--- src/rtl/kitchen_timer_ctrl.sv ---
// ============================================================================
//  Module   : kitchen_timer_ctrl
//  Brief    : MM:SS BCD countdown timer with SET/RUN/PAUSE/DONE control and
//             registered active-low seven-segment outputs.
//             Optional macro KTIMER_BLINK_EN blinks the display while in DONE.
//  Revision : 1.0  initial release
// ============================================================================
`default_nettype none

module kitchen_timer_ctrl #(
    parameter int TICK_DIV   = 50_000_000,
    parameter int ALARM_SECS = 10
) (
    input  logic       clk,
    input  logic       reset,
    input  logic       btn_start,
    input  logic       btn_clear,
    input  logic       btn_min,
    input  logic       btn_sec,
    output logic [6:0] c1,
    output logic [6:0] c2,
    output logic [6:0] c3,
    output logic [6:0] c4,
    output logic       alarm,
    output logic       running
);

    localparam logic [1:0] c_st_set   = 2'd0;
    localparam logic [1:0] c_st_run   = 2'd1;
    localparam logic [1:0] c_st_pause = 2'd2;
    localparam logic [1:0] c_st_done  = 2'd3;

    localparam int PW = $clog2(TICK_DIV);
    localparam int AW = (ALARM_SECS > 1) ? $clog2(ALARM_SECS) : 1;
    localparam logic [PW-1:0] c_presc_max  = PW'(TICK_DIV - 1);
    localparam logic [AW-1:0] c_alarm_last = AW'(ALARM_SECS - 1);
    localparam logic [6:0]    c_seg_blank  = 7'b1111111;

    logic [1:0]    r_state, w_state_nxt;
    logic [3:0]    r_min_t, r_min_o, r_sec_t, r_sec_o;
    logic [3:0]    w_min_t_nxt, w_min_o_nxt, w_sec_t_nxt, w_sec_o_nxt;
    logic [PW-1:0] r_presc, w_presc_nxt;
    logic [AW-1:0] r_acnt, w_acnt_nxt;
    logic          w_tick, w_zero, w_last, w_blank;

    function automatic logic [6:0] seg_encode(input logic [3:0] d);
        case (d)
            4'd0:    seg_encode = 7'b1000000;
            4'd1:    seg_encode = 7'b1111001;
            4'd2:    seg_encode = 7'b0100100;
            4'd3:    seg_encode = 7'b0110000;
            4'd4:    seg_encode = 7'b0011001;
            4'd5:    seg_encode = 7'b0010010;
            4'd6:    seg_encode = 7'b0000010;
            4'd7:    seg_encode = 7'b1111000;
            4'd8:    seg_encode = 7'b0000000;
            4'd9:    seg_encode = 7'b0010000;
            default: seg_encode = 7'b1111111;
        endcase
    endfunction

    assign w_tick = ((r_state == c_st_run) || (r_state == c_st_done)) && (r_presc == c_presc_max);
    assign w_zero = ({r_min_t, r_min_o, r_sec_t, r_sec_o} == 16'h0000);
    // The tick that lands on this time is the one that reaches 00:00
    assign w_last = ({r_min_t, r_min_o, r_sec_t, r_sec_o} == 16'h0001);

    // State register
    always_ff @(posedge clk) begin
        if (reset) begin
            r_state <= c_st_set;
        end else begin
            r_state <= w_state_nxt;
        end
    end

    // Next-state logic
    always_comb begin
        w_state_nxt = r_state;
        if (btn_clear) begin
            w_state_nxt = c_st_set;
        end else begin
            case (r_state)
                c_st_set:   if (btn_start && !w_zero) w_state_nxt = c_st_run;
                c_st_run: begin
                    if (w_tick && w_last)  w_state_nxt = c_st_done;
                    else if (btn_start)    w_state_nxt = c_st_pause;
                end
                c_st_pause: if (btn_start) w_state_nxt = c_st_run;
                c_st_done: begin
                    if (btn_start || (w_tick && (r_acnt == c_alarm_last)))
                        w_state_nxt = c_st_set;
                end
                default:    w_state_nxt = c_st_set;
            endcase
        end
    end

    // Output decode
    always_comb begin
        alarm   = (r_state == c_st_done);
        running = (r_state == c_st_run);
    end

    // Time, prescaler and alarm counter next values
    always_comb begin
        w_min_t_nxt = r_min_t;
        w_min_o_nxt = r_min_o;
        w_sec_t_nxt = r_sec_t;
        w_sec_o_nxt = r_sec_o;
        w_presc_nxt = r_presc;
        w_acnt_nxt  = '0;
        if (btn_clear) begin
            w_min_t_nxt = 4'd0;
            w_min_o_nxt = 4'd0;
            w_sec_t_nxt = 4'd0;
            w_sec_o_nxt = 4'd0;
            w_presc_nxt = '0;
        end else begin
            case (r_state)
                c_st_set: begin
                    w_presc_nxt = '0;
                    if (btn_min) begin
                        if ({r_min_t, r_min_o} == 8'h99) begin
                            w_min_t_nxt = 4'd0;
                            w_min_o_nxt = 4'd0;
                        end else if (r_min_o == 4'd9) begin
                            w_min_t_nxt = r_min_t + 4'd1;
                            w_min_o_nxt = 4'd0;
                        end else begin
                            w_min_o_nxt = r_min_o + 4'd1;
                        end
                    end
                    if (btn_sec) begin
                        if ({r_sec_t, r_sec_o} == 8'h59) begin
                            w_sec_t_nxt = 4'd0;
                            w_sec_o_nxt = 4'd0;
                        end else if (r_sec_o == 4'd9) begin
                            w_sec_t_nxt = r_sec_t + 4'd1;
                            w_sec_o_nxt = 4'd0;
                        end else begin
                            w_sec_o_nxt = r_sec_o + 4'd1;
                        end
                    end
                end
                c_st_run: begin
                    w_presc_nxt = w_tick ? '0 : r_presc + 1'b1;
                    if (w_tick) begin
                        if ({r_sec_t, r_sec_o} != 8'h00) begin
                            if (r_sec_o == 4'd0) begin
                                w_sec_t_nxt = r_sec_t - 4'd1;
                                w_sec_o_nxt = 4'd9;
                            end else begin
                                w_sec_o_nxt = r_sec_o - 4'd1;
                            end
                        end else if ({r_min_t, r_min_o} != 8'h00) begin
                            w_sec_t_nxt = 4'd5;
                            w_sec_o_nxt = 4'd9;
                            if (r_min_o == 4'd0) begin
                                w_min_t_nxt = r_min_t - 4'd1;
                                w_min_o_nxt = 4'd9;
                            end else begin
                                w_min_o_nxt = r_min_o - 4'd1;
                            end
                        end
                    end
                end
                c_st_done: begin
                    w_presc_nxt = w_tick ? '0 : r_presc + 1'b1;
                    w_min_t_nxt = 4'd0;
                    w_min_o_nxt = 4'd0;
                    w_sec_t_nxt = 4'd0;
                    w_sec_o_nxt = 4'd0;
                    if (w_state_nxt == c_st_done)
                        w_acnt_nxt = w_tick ? r_acnt + 1'b1 : r_acnt;
                end
                default: ;
            endcase
        end
    end

    always_ff @(posedge clk) begin
        if (reset) begin
            r_min_t <= 4'd0;
            r_min_o <= 4'd0;
            r_sec_t <= 4'd0;
            r_sec_o <= 4'd0;
            r_presc <= '0;
            r_acnt  <= '0;
        end else begin
            r_min_t <= w_min_t_nxt;
            r_min_o <= w_min_o_nxt;
            r_sec_t <= w_sec_t_nxt;
            r_sec_o <= w_sec_o_nxt;
            r_presc <= w_presc_nxt;
            r_acnt  <= w_acnt_nxt;
        end
    end

`ifdef KTIMER_BLINK_EN
    logic r_blink;

    // Phase is forced low outside DONE so every DONE entry starts visible
    always_ff @(posedge clk) begin
        if (reset) begin
            r_blink <= 1'b0;
        end else if (btn_clear || (r_state != c_st_done) || (w_state_nxt != c_st_done)) begin
            r_blink <= 1'b0;
        end else if (w_tick) begin
            r_blink <= ~r_blink;
        end
    end

    assign w_blank = r_blink;
`else
    assign w_blank = 1'b0;
`endif

    always_ff @(posedge clk) begin
        if (reset) begin
            c1 <= 7'b1000000;
            c2 <= 7'b1000000;
            c3 <= 7'b1000000;
            c4 <= 7'b1000000;
        end else begin
            c1 <= w_blank ? c_seg_blank : seg_encode(r_min_t);
            c2 <= w_blank ? c_seg_blank : seg_encode(r_min_o);
            c3 <= w_blank ? c_seg_blank : seg_encode(r_sec_t);
            c4 <= w_blank ? c_seg_blank : seg_encode(r_sec_o);
        end
    end

endmodule

`default_nettype wire

--- config.mk ---
export PLATFORM = sky130hd
export DESIGN_NAME = kitchen_timer_ctrl
export DESIGN_NICKNAME = d
export VERILOG_FILES = /design/src/rtl/kitchen_timer_ctrl.sv
export SDC_FILE = /design/constraint.sdc
export NUM_CORES = 1
export LEC_CHECK = 0
export BUFFER_PORTS_ARGS = -buffer_cell sky130_fd_sc_hd__buf_4
export CELL_PAD_IN_SITES_DETAIL_PLACEMENT = 1
export CELL_PAD_IN_SITES_GLOBAL_PLACEMENT = 2
export CORE_ASPECT_RATIO = 1.4
export CORE_MARGIN = 5
export CORE_UTILIZATION = 34
export CTS_BUF_LIST = sky130_fd_sc_hd__clkbuf_8
export DETAILED_ROUTE_END_ITERATION = 6
export PLACE_DENSITY_LB_ADDON = 0.1
export SYNTH_ARGS = -nofsm -noshare
export SYNTH_HDL_FRONTEND = slang
export SYNTH_SLANG_ARGS = --single-unit
--- constraint.sdc ---
create_clock -name clk -period 2.05 [get_ports clk]
set_clock_uncertainty 0.1 [all_clocks]
set_input_delay 0.41 -clock clk [delete_from_list [all_inputs] [get_ports clk]]
set_output_delay 0.41 -clock clk [all_outputs]
set_load 0.02 [all_outputs]
==> metrics.md, run 1 <==
| Metric | Value |
|---|---|
| Status | finished, violations left |
| Fmax | 0.4841 GHz |
| Largest net degree at the start of global routing | between 40 and 50 |
| H-tree depth | 3 |
| DIE AREA | 0.01557 mm² |
| Final setup violation count | 2 |
| Number of synthesized register bits | 76 |
| Total Negative Setup Slacks | -0.02443 ns |
| Final net count | 668 |
| Ant. Diodes | 0 |
| CP bufs+invs | 4 |
| Overall routing resource usage | 18.96% |
| Max-Cap Viols | 0 |
| Asr flop ratio synth | 0% |
| EDFF count, synth | 0 |
| Vert. Die Dim | 145.7 µm |
| Synthesized area per cell | 8.307 µm² |
| DR vias | 4,594 |
| Cell area after synthesis | 0.004469 mm² |
| Final instance area | 0.005829 mm² |
| Critical Path Source Type | flip-flop |
| Antenna violations before repair | 0 |
| GP Congestion | roughly 0.84 |
| # rows | 49 |
| Ys flop type | dfxtp_1 |
| RSZ-0062 raised after global routing | true |
| Core box area | 0.01287 mm² |
| Worst Path Max Fanout | 5 |
| Max VDD drop | 0.2411 mV |
| Antenna Nets Post-Route | 0 |
| Mapped Nets | 568 |
| Final wirelength | 14,690 µm |
| Area delta synth->final | 30.43% |
| Clk pin slew, worst setup/hold paths | 0.09 ns |
| Clock Latency Late Sink | 0.37 ns |
| Post-synthesis sequential area ratio | 34.04% |
| HP Class | in2reg |
| Commonest non-fill, non-tap cell in the layout | buf_4 |
| Dpl cells | 767 |
| Pleak | 2.269 nW |
| Slowest-stage cell, CP | dfxtp_2 |
| Area after DPL | between 0.005 and 0.006 mm² |
| Worst path top cell family by delay | simple AND/OR/NAND/NOR gates |
| Crit Path Class | reg2reg |
| Clk sink count | 76 |
| Yosys cell types | 72 |
| Yosys warns | 0 |
| Root buffer cell | clkbuf_8 |
| Cells after Synth | 538 |
| First-pass GRT wire length | around 24,000 µm |
| DP HPWL | 10,880 µm |
| GRT Residual Overflow | 0 |
| CP endpoint kind | flip-flop |
| Total CTS buffers | 9 |
| Final Core Density | between 40% and 50% |
| Hold buffer count at CTS | 0 |
| Vias in the first global route | 4,717 |
| Most frequent cells in the layout | 114 x buf_4, 69 x dfxtp_1, 50 x a21oi_1, 47 x nand2_1, 39 x nor2_1 |
| Final hold vios | 0 |
| Post-Layout Cell Count | 796 |
| Share of cells above drive strength 1 | 31.10% |
| CP Cell Sequence | inv_2 -> ha_4 -> buf_6 -> nor3b_4 -> buf_6 -> nand4_1 -> nor4_2 -> buf_4 -> o21ai_2 -> o31ai_1 |
| Boundary Pins | 36 |
| Detailed-router iteration count before antenna repair | 4 |
| Min Tclk post-route | 2.066 ns |
| Worst setup margin | -0.01554 ns |
| Power density over cell area | 529.5 mW/mm² |
| Max Root-Sink Buffers | 2 |
| Crit-path most repeated cell | buf_6 |
| Worst Max-Slew Pin Slew | 0.4780 ns |
| Slew Viols, Final | 0 |
| CP required | 2.23 ns |
| Routed wire per std cell | 18.46 µm |
| CTS tree | built |
| Violated checks | negative setup slack |
| Initial Util | 34.71% |
| Post-route DRC | 0 |
| Via/cell ratio | 5.771 |
| Tcrit/Tclk final | 100.8% |
| Critical Path AT | 2.25 ns |
| Slew headroom | between 60% and 70% |
| DR iter-0 viols | ~130 |
| IO Port Bufs | 35 |
| Max incr delay on CP | about 0.35 ns |
| Die Width | 106.9 µm |
| Tot Pwr | 3.087 mW |
## synthesized netlist by cell type (4+ instances only)
| cell type | n | area share, % |
|---|---|---|
| o21ai_0 | 34 | 3.8 |
| nand4_1 | 9 | 1.3 |
| a221oi_1 | 4 | 0.78 |
| a311oi_1 | 14 | 2.7 |
| nor3b_1 | 4 | 0.67 |
| a211oi_1 | 9 | 1.5 |
| a21oi_1 | 50 | 5.6 |
| inv_1 | 20 | 1.7 |
| ha_1 | 24 | 6.7 |
| dfxtp_1 | 76 | 34 |
| nand2_1 | 47 | 3.9 |
| mux2_2 | 6 | 1.5 |
| nand3_1 | 19 | 2.1 |
| nor3_1 | 18 | 2.0 |
| buf_2 | 9 | 1.0 |
| nand2b_1 | 8 | 1.1 |
| a41oi_1 | 6 | 1.2 |
| o21bai_1 | 6 | 1.0 |
| o32ai_1 | 4 | 0.78 |
| o21a_1 | 4 | 0.67 |
| clkbuf_1 | 18 | 1.5 |
| a31oi_1 | 18 | 2.5 |
| nor2_1 | 40 | 3.4 |
| and3_1 | 10 | 1.4 |
## area by class of cell
class,instances,area (µm²)
fillers,1546,7046
well taps,153,191.4
clock buffers,10,137.6
multi-input cells,409,2873
clock inverters,6,63.81
flip-flops and latches,76,1530
inverters,22,83.83
repair buffers,120,949.7
## through the flow
step | worst slack [ns] | hold slack [ns]
global route | -0.09509 | 0.1999
detailed placement | -0.04910 | 0.3998
global placement | -0.002881 | 0.3740
floorplan | -0.004956 | 0.3361
finish | -0.01554 | 0.2122
CTS | -0.01195 | 0.1966
## layer usage
metal	GRT usage, %	vias up	routed length [µm]
li1	-	2226	-
met2	37.17	65	8119
met5	0	-	0
met3	3.107	20	421
met4	4.990	0	270
met1	20.49	2283	5881
## report_power, final
group          total (mW)  internal, mW  switching [mW]  leakage [nW]
clock                1.22         0.594           0.627        0.0983
sequential           1.50          1.49         0.00808         0.617
combinational       0.366         0.157           0.208          1.55
total                3.09          2.24           0.843          2.27
## path summary, 6_finish.rpt
check	startpoint	to	slack (ns)	cells after the start
hold reg to reg	r_presc[18]	r_presc[18]	0.38	2
hold / removal	reset	c4[1]	0.21	2
setup / recovery	r_sec_t[0]	r_state[1]	-0.02	10
setup reg to reg	r_sec_t[0]	r_state[1]	-0.02	10
## registers in the layout, indices dropped and copies added, names as in the netlist
register	count
r_presc	26
c1	7
c2	7
c3	7
c4	7
r_acnt	4
r_min_o	4
r_min_t	4
r_sec_o	4
r_sec_t	4
r_state	2
## cells by family after synthesis
| logic type | synth area share [%] |
|---|---|
| mux | 2.184 |
| fa+ha+maj | 6.719 |
| compound gates | 27.97 |
| flops | 34.04 |
| simple gates | 23.66 |
| xor+xnor | 0.3920 |
| buf+inv | 5.039 |
## timing repair
action,4_1_cts,5_1_grt
buffers inserted,6,7
endpoints found under the hold margin,0,0
resized for setup,9,23
pin swaps,10,19
endpoints found under the setup margin,11,30
No activity file was read; power rests on OpenSTA's default activity.
==> inputs of run 2 (changes only) <==
clock period = 1.8 ns   (was 2.05 ns; I/O delays follow)
==> metrics.md, run 2 (synthesized netlist as in run 1, its figures left out) <==
| Metric | Value |
|---|---|
| Status | finished, violations left |
| Violated checks | negative setup slack |
| Area delta synth->final | 56.24% |
| Power density over cell area | 510.2 mW/mm² (-3.6%) |
| Die Width | 106.9 µm (unchanged) |
| Total CTS buffers | 9 (unchanged) |
| Critical Path AT | 2.34 ns (+0.09 ns) |
| Clk pin slew, worst setup/hold paths | 0.08 ns (about the same) |
| Boundary Pins | 36 (unchanged) |
| Antenna Nets Post-Route | 0 (unchanged) |
| Sw power | 0.9589 mW (+14%) |
| Via/cell ratio | 5.776 (about the same) |
| Ant. Diodes | 0 (unchanged) |
| Share of cells above drive strength 1 | 49.16% (+18 points) |
| WHS Path Cells | 3 (+1) |
| IO Port Bufs | 35 (unchanged) |
| Max VDD drop | 0.2987 mV (+24%) |
| DR vias | 5,031 (+9.5%) |
| Slew Viols, Final | 0 (unchanged) |
| Critical Path Source Type | flip-flop |
| Worst path top cell family by delay | simple AND/OR/NAND/NOR gates |
| DP HPWL | 11,530 µm (+6.0%) |
| Worst Path Max Fanout | 2 (-3) |
| CP endpoint kind | flip-flop |
| First-pass GRT wire length | 26,400 µm (+10%) |
| Biggest register | r_presc |
| FF-to-FF path depth | 9 (-1) |
| Tot Pwr | 3.563 mW (+15%) |
| Post-route DRC | 0 (unchanged) |
| Flop pwr share | 47.9% (-0.7 points) |
| Hold endpoint | r_state[0] |
| CP Cell Sequence | inv_2 -> ha_4 -> buf_6 -> nor3b_4 -> nand4_1 -> nor4_2 -> buf_4 -> o21ai_2 -> o31ai_1 |
| Detailed-router iteration count before antenna repair | 4 (unchanged) |
| Final setup violation count | 43 (+41) |
| Tcrit/Tclk final | 120.7% (+20 points) |
| Worst Max-Slew Pin Slew | 0.5387 ns (+0.06077 ns) |
| GRT Residual Overflow | 0 (unchanged) |
| # rows | 49 (unchanged) |
| Crit Path Class | reg2reg |
| Fmax | 0.4603 GHz (-4.9%) |
| Max reg flops | 26 (unchanged) |
| Root buffer cell | clkbuf_8 |
| RR Endpoint | r_state[1] |
| CP bufs+invs | 3 (-1) |
| Clock Latency Late Sink | 0.36 ns (about the same) |
| Gate power share | 15.4% (+3.6 points) |
| DR iter-0 viols | 131 (-1.5%) |
| CTS tree | built |
| Core box area | 0.01287 mm² (unchanged) |
| Pleak | 2.771 nW (+22%) |
| CP required | 1.97 ns (-0.26 ns) |
| Clk pwr share | 36.7% (-2.9 points) |
| Worst setup margin | -0.3723 ns (-0.3567 ns) |
| Vert. Die Dim | 145.7 µm (unchanged) |
| Final wirelength | 17,330 µm (+18%) |
| RSZ-0062 raised after global routing | true |
| Largest net degree at the start of global routing | 28 (-32%) |
| Final net count | 743 (+11%) |
| Max-Cap Viols | 0 (unchanged) |
| H-tree depth | 3 (unchanged) |
| Antenna violations before repair | 0 (unchanged) |
| Slowest-stage cell, CP | nor4_2 |
| Slew headroom | 64.08% (-4.0 points) |
| FF-to-FF setup slack | -0.37 ns (-0.36 ns) |
| Min Tclk post-route | 2.172 ns (+0.1067 ns) |
| Switching fraction of total power | 26.91% (-0.41 points) |
| Vias in the first global route | 5,234 (+11%) |
| Max incr delay on CP | 0.42 ns (+0.07 ns) |
| DIE AREA | 0.01557 mm² (unchanged) |
| Initial Util | 34.71% (unchanged) |
| Post-place setup slack | -0.2988 ns (-0.2497 ns) |
| HP Class | in2reg |
| Commonest non-fill, non-tap cell in the layout | buf_4 |
| Dpl cells | 812 (+5.9%) |
| Worst R2R Start | r_sec_t[0] |
| Most frequent cells in the layout | 170 x buf_4, 59 x dfxtp_1, 44 x nand2_1, 37 x nor2_1, 30 x a21oi_1 |
| Clk sink count | 76 (unchanged) |
| Internal cell power | 2.604 mW (+16%) |
| Final hold vios | 0 (unchanged) |
| Overall routing resource usage | 20.86% (+1.9 points) |
| GP Congestion | 0.8389 (-0.32%) |
| Max Root-Sink Buffers | 2 (unchanged) |
| Hold buffer count at CTS | 0 (unchanged) |
| Hold path startpoint | btn_start |
| Post-Layout Cell Count | 871 (+9.4%) |
| Routed wire per std cell | 19.89 µm (+7.8%) |
run 2: worst max-delay path by stage:
stage          startpoint         end  cells past startpoint
3_5_place_dp   r_sec_o[1]  r_min_o[0]                      7
6_report       r_sec_t[0]  r_state[1]                      9
3_3_place_gp   r_sec_o[1]  r_min_o[0]                      7
2_1_floorplan  r_sec_o[1]  r_min_o[0]                      7
5_1_grt        r_sec_t[0]  r_state[1]                      9
4_1_cts        r_sec_t[0]  r_min_o[0]                      7
run 2: area by class of cell:
cell class / instances / area [µm²]
fill: 1496 / 5892
multi-input combinational: 409 / 3364
timing repair buffer: 195 / 1592
sequential: 76 / 1558
tap: 153 / 191.4
clock buffer: 10 / 137.6
inverter: 22 / 90.09
clock inverter: 6 / 50.05
run 2: repair_timing:
item,CTS,global route
setup buffers,25,22
cloned,2,0
endpoints found under the setup margin,42,47
pin swaps,50,37
resized for setup,89,67
run 2: stage by stage:
step | hold WS, ns | util (%) | TNS, ns | cell area, µm²
5_1_grt | 0.2197 | 54.24 | -8.523 | 6983
3_5_place_dp | 0.3881 | 45.22 | -4.642 | 5822
3_3_place_gp | 0.3718 | 45.22 | -3.526 | 5822
4_1_cts | 0.1924 | 51.34 | -4.896 | 6610
6_report | 0.2123 | 54.24 | -5.317 | 6983
2_1_floorplan | 0.3361 | - | -1.360 | 4619
run 2: worst reg2reg max path, cell delays in order, from the launching register on:
cell and delay, ns:
dfxtp_2 0.34, inv_2 0.08, ha_4 0.14, buf_6 0.09, nor3b_4 0.24, nand4_1 0.24, nor4_2 0.42, buf_4 0.18
o21ai_2 0.04, o31ai_1 0.23
run 2: per-layer routing:
metal / track usage [%] / share of wire [%] / vias to the layer above
li1: - / - / 2374
met1: 22.32 / 38 / 2536
met2: 39.85 / 56 / 81
met3: 3.462 / 2.3 / 40
met4: 8.061 / 3.2 / 0
met5: 0 / 0 / -
run 2: power by group through the flow:
stage | Combinational (mW) | Sequential (mW) | Clock, mW
6_report | 0.549 | 1.70 | 1.31
5_1_grt | 0.586 | 1.71 | 1.41
4_1_cts | 0.493 | 1.71 | 1.34
3_5_place_dp | 0.409 | 1.75 | 0
3_3_place_gp | 0.402 | 1.74 | 0
2_1_floorplan | 0.214 | 1.77 | 0
